File: src/rtl/pd4to16_seq.sv
// Sequential 4-to-16 decoder: accepts {y,z} codes over valid/ready and holds a one-hot word for HOLD cycles.
// Optional accumulated-mask feature is enabled by defining PD16_ACCUM_EN.
module pd4to16_seq #(
    parameter int HOLD = 4,
    parameter int CW   = 8
) (
    input  logic          clk,
    input  logic          rst_n,
    input  logic          in_valid,
    output logic          in_ready,
    input  logic [3:0]    in_y,
    input  logic          in_z,
`ifdef PD16_ACCUM_EN
    input  logic          acc_clr,
    output logic [15:0]   acc_mask,
`endif
    output logic [15:0]   out_w,
    output logic          out_valid,
    output logic [CW-1:0] null_cnt,
    output logic          busy
);

    typedef enum logic {
        S_IDLE,
        S_HOLD
    } state_t;

    state_t        state, state_d;
    logic [CW-1:0] cnt, cnt_d;
    logic [15:0]   out_w_d;
    logic          out_valid_d;
    logic          null_inc;
    logic          accept;
    logic [15:0]   onehot;

    // Ready depends only on registered state, never on in_valid.
    assign in_ready = (state == S_IDLE) || (cnt == '0);
    assign accept   = in_valid && in_ready;
    assign onehot   = 16'h0001 << in_y;
    assign busy     = (state == S_HOLD);

    // NOTE: every combinational output gets a default first so no latch is inferred.
    always_comb begin
        state_d     = state;
        cnt_d       = cnt;
        out_w_d     = out_w;
        out_valid_d = out_valid;
        null_inc    = 1'b0;
        unique case (state)
            S_IDLE: begin
                if (accept && in_z) begin
                    out_w_d     = onehot;
                    out_valid_d = 1'b1;
                    cnt_d       = CW'(HOLD - 1);
                    state_d     = S_HOLD;
                end else if (accept) begin
                    null_inc = 1'b1;
                end
            end
            S_HOLD: begin
                if (cnt != '0) begin
                    cnt_d = cnt - 1'b1;
                end else if (accept && in_z) begin
                    out_w_d = onehot;
                    cnt_d   = CW'(HOLD - 1);
                end else begin
                    out_w_d     = '0;
                    out_valid_d = 1'b0;
                    state_d     = S_IDLE;
                    null_inc    = accept;
                end
            end
            default: state_d = S_IDLE;
        endcase
    end

    // NOTE: sequential state uses non-blocking assignments so all registers update together.
    always_ff @(posedge clk or negedge rst_n) begin
        if (!rst_n) begin
            state     <= S_IDLE;
            cnt       <= '0;
            out_w     <= '0;
            out_valid <= 1'b0;
            null_cnt  <= '0;
        end else begin
            state     <= state_d;
            cnt       <= cnt_d;
            out_w     <= out_w_d;
            out_valid <= out_valid_d;
            if (null_inc && (null_cnt != '1))
                null_cnt <= null_cnt + 1'b1;
        end
    end

`ifdef PD16_ACCUM_EN
    // A clear coinciding with an accept keeps only the newly accepted bit.
    always_ff @(posedge clk or negedge rst_n) begin
        if (!rst_n)
            acc_mask <= '0;
        else if (acc_clr)
            acc_mask <= (accept && in_z) ? onehot : 16'h0000;
        else if (accept && in_z)
            acc_mask <= acc_mask | onehot;
    end
`endif

endmodule

File: config.mk
export PLATFORM = sky130hd
export DESIGN_NAME = pd4to16_seq
export DESIGN_NICKNAME = d
export VERILOG_FILES = /design/src/rtl/pd4to16_seq.sv
export SDC_FILE = /design/constraint.sdc
export NUM_CORES = 1
export LEC_CHECK = 0
export BUFFER_PORTS_ARGS = -buffer_cell sky130_fd_sc_hd__buf_4
export CAP_MARGIN = 10
export CORE_AREA = 2 2 79 58
export DETAILED_ROUTE_END_ITERATION = 8
export DIE_AREA = 0 0 81 60
export MAX_ROUTING_LAYER = met4
export PLACE_DENSITY = 0.64
export SYNTH_ARGS = -nofsm -noshare
export SYNTH_HDL_FRONTEND = slang
export SYNTH_SLANG_ARGS = --single-unit
File: constraint.sdc
create_clock -name clk -period 2.1 [get_ports clk]
set_clock_uncertainty 0.05 [all_clocks]
set_input_delay 0.105 -clock clk [delete_from_list [all_inputs] [get_ports clk]]
set_output_delay 0.105 -clock clk [all_outputs]
set_load 0.02 [all_outputs]
==> results.cfg <==
[outcome]
status = finished clean

[die]
dieHeight_um = 60
fp.dieW_um = 81
dieArea_um2 = 4860
io_pins = 35
coreArea_um2 = 4150
num_rows = 20
start_util = 0.390

[critical_path]
worstSetupPathType = reg2reg
cp.arrival_ns = 2.12
r2r_start = cnt[0]$_DFF_PN0_
r2r_slack_ns = 0.1
worstRegToRegCells = 6
endpoint_kind = flop
path_delay_family = simple AND/OR/NAND/NOR gates
cp_max_fo = 7
required_ns = 2.21
slowest_delay_ns = 0.40
r2r_end = null_cnt[1]$_DFFE_PN0P_
crit_path_start_kind = flop
cp_num_buf_inv = 1
worst_path_max_delay_cell = dfrtp_1
path_cells = inv_1, ha_1, nor4b_4, a31oi_2, nor3_2, mux2_1
critPathLaunch = cnt[0]$_DFF_PN0_

[grt]
track_usage = 0.172
overflow = 0
antenna_found_initial = 0
grt_first_pass_wirelength_um = 6110
grt_max_degree = 35
grt_pass1_vias = 1329

[cells_and_area]
drive_above_1_share = 0.310
fin_util = 0.502
nNetsFinal = 196
fill_cells = 409
antenna_cells = 0
synthToLayoutAreaGrowth_pct = 28.8

[pwr]
p_leak_uw = 0.000985
power_per_cell_area_nw_per_um2 = 741
total_power_uw = 1550
ir_drop_v = 0.000327

[yosys]
synth-seq-cells = 34
syn_nets = 154
synth_top_cell_by_area = dfrtp_1
syn_area_um2 = 1620
synthSimpleGateAreaFrac = 0.231
synth_top_family_by_area = simple AND/OR/NAND/NOR gates
yosys_warnings = 0
netlist.area_leader.share = 0.525
yosysSeqAreaShare = 0.525
postSynthCellCount = 144
synth_compound_area_frac = 0.151
synth.avg_cell_area_um2 = 11.3
async_flop_share = 1.00
ys_top_cells_by_area = dfrtp_1 53%, a22o_1 4.9%, nor4b_4 4.4%
muxShareOfSynthArea = 0.0201
synthAdderAreaFrac = 0.0154
synth_ff_type = dfrtp_1
synth_cell_types = 38
synth-xor-area-share = 0.0378
synth_edf_count = 0

[min_path]
worstHoldPathType = in2reg
hold_path_end = out_w[12]$_DFFE_PN0P_
min_from = in_y[1]
whs_path_depth = 2

[clocking]
cts_made_buffers = 5
insertion_delay_ns = 0.28
postCtsSetupBuffers = 0
cts.sinks = 34
path_clk_slew_ns = 0.06
cts_max_level = 2
clock_path_buffers = 2
cts_tree = done
cts-root-buf = clkbuf_8

[sta]
period_minus_slack_ns = 2.00
setup_slack_ns = 0.0954
finalSetupTns_ns = 0
whs_ns = 0.0328
report.final.hold_viol_count = 0
tightest_slew_ns = 0.593
min_period_over_period = 0.955
slew_headroom = 0.601
max_freq_mhz = 499
drv_slew = 0
setup_viol = 0
rsz0062_at_grt = true

[route]
vias_per_cell = 5.39
wl_per_cell_um = 14.8
drt-total-wl_um = 3580
drc = 0
antenna_left = 0
first_iter_violations = 53
drt_pass1_iterations = 4
via_count = 1304

[place]
dp_worst_setup_slack_ns = 0.0751
port-buffer-count = 34
hpwl_um = 2560
routabilityCongestion = 0.887

[flow_run]
max-cap-violations = 0
==> state kept, by name, indices dropped and copies added, names as in the netlist <==
signal / flops
out_w: 16
busy: 1
out_valid: 1
null_cnt: 8
cnt: 8
==> cell usage in the layout, fill, tap and decap left out, drive strengths merged, types with 2 or more instances in the layout <==
cell	instances
nor3	7
clkbuf	7
nor3b	2
mux2	2
nand2b	3
o21ai	11
xor2	7
a32o	3
inv	3
nor4	4
nand3	4
buf	39
a31oi	3
a22o	9
o31ai	3
nand2	13
ha	2
nor2b	5
nor2	5
a21oi	3
dfrtp	34
nor4b	4
or3	2
nand4	2
==> kinds of logic (layout without fill, tap and decap cells) <==
kind of cell,count (synthesis),after routing
mux,3,3
fa+ha+maj,2,2
flops,34,34
simple gates,56,56
xor+xnor,7,7
compound gates,34,34
buf+inv,8,51
==> cells in the mapped netlist, drive strengths merged, types with 4 or more instances <==
| master | count |
|---|---|
| a22o | 9 |
| dfrtp | 34 |
| nand2 | 13 |
| nand3 | 4 |
| nor2 | 5 |
| nor2b | 5 |
| nor3 | 7 |
| nor4 | 4 |
| nor4b | 4 |
| o21ai | 11 |
| xor2 | 7 |
==> routing by layer <==
layer	wire, um	track usage	vias up	part of all wire
li1	-	-	617	-
met1	1740	0.232	647	0.49
met2	1570	0.260	33	0.44
met3	218	0.0408	7	0.061
met4	44	0.0508	0	0.012
met5	0	-	-	0
==> repair_timing <==
| item | in CTS | in global routing |
|---|---|---|
| endpoints found under the hold margin | 34 | 0 |
| hold buffers | 1 | 0 |
| setup endpoints to repair | 1 | 4 |
| pin swaps | 0 | 2 |
| gates resized for setup | 1 | 4 |
==> worst max-delay path by stage <==
stage / to / slack, ns / depth (start not counted)
after floorplan: null_cnt[1]$_DFFE_PN0P_ / 0.17 / 6
after global placement: cnt[3]$_DFF_PN0_ / 0.13 / 6
after detailed placement: out_w[13]$_DFFE_PN0P_ / 0.08 / 7
after CTS: null_cnt[1]$_DFFE_PN0P_ / 0.03 / 6
after global routing: null_cnt[5]$_DFFE_PN0P_ / -0.02 / 6
final: null_cnt[1]$_DFFE_PN0P_ / 0.1 / 6
==> report_power, final <==
| group | switching, uW | internal [uW] | leakage, uW | total, uW |
|---|---|---|---|---|
| logic | 123 | 102 | 0.000494 | 224 |
| registers | 103 | 731 | 0.000443 | 834 |
| clock network | 224 | 264 | 0.0000482 | 488 |
==> cell type report <==
class	instances	area (um^2)	area share
Tap cell	55	68.8	0.0330
Timing Repair Buffer	40	303	0.145
Clock inverter	1	5.00	0.00240
Clock buffer	7	86.3	0.0414
Sequential cell	34	851	0.408
Multi-Input combinational cell	102	762	0.365
Inverter	3	11.3	0.00540
==> metrics by stage <==
step | cells | area (um^2)
2_1_floorplan | 144 | 1620
3_5_place_dp | 233 | 1960
3_3_place_gp | 233 | 1960
5_1_grt | 242 | 2090
4_1_cts | 242 | 2070
6_report | 242 | 2090
Note: power is estimated with default switching activity, not from simulation.
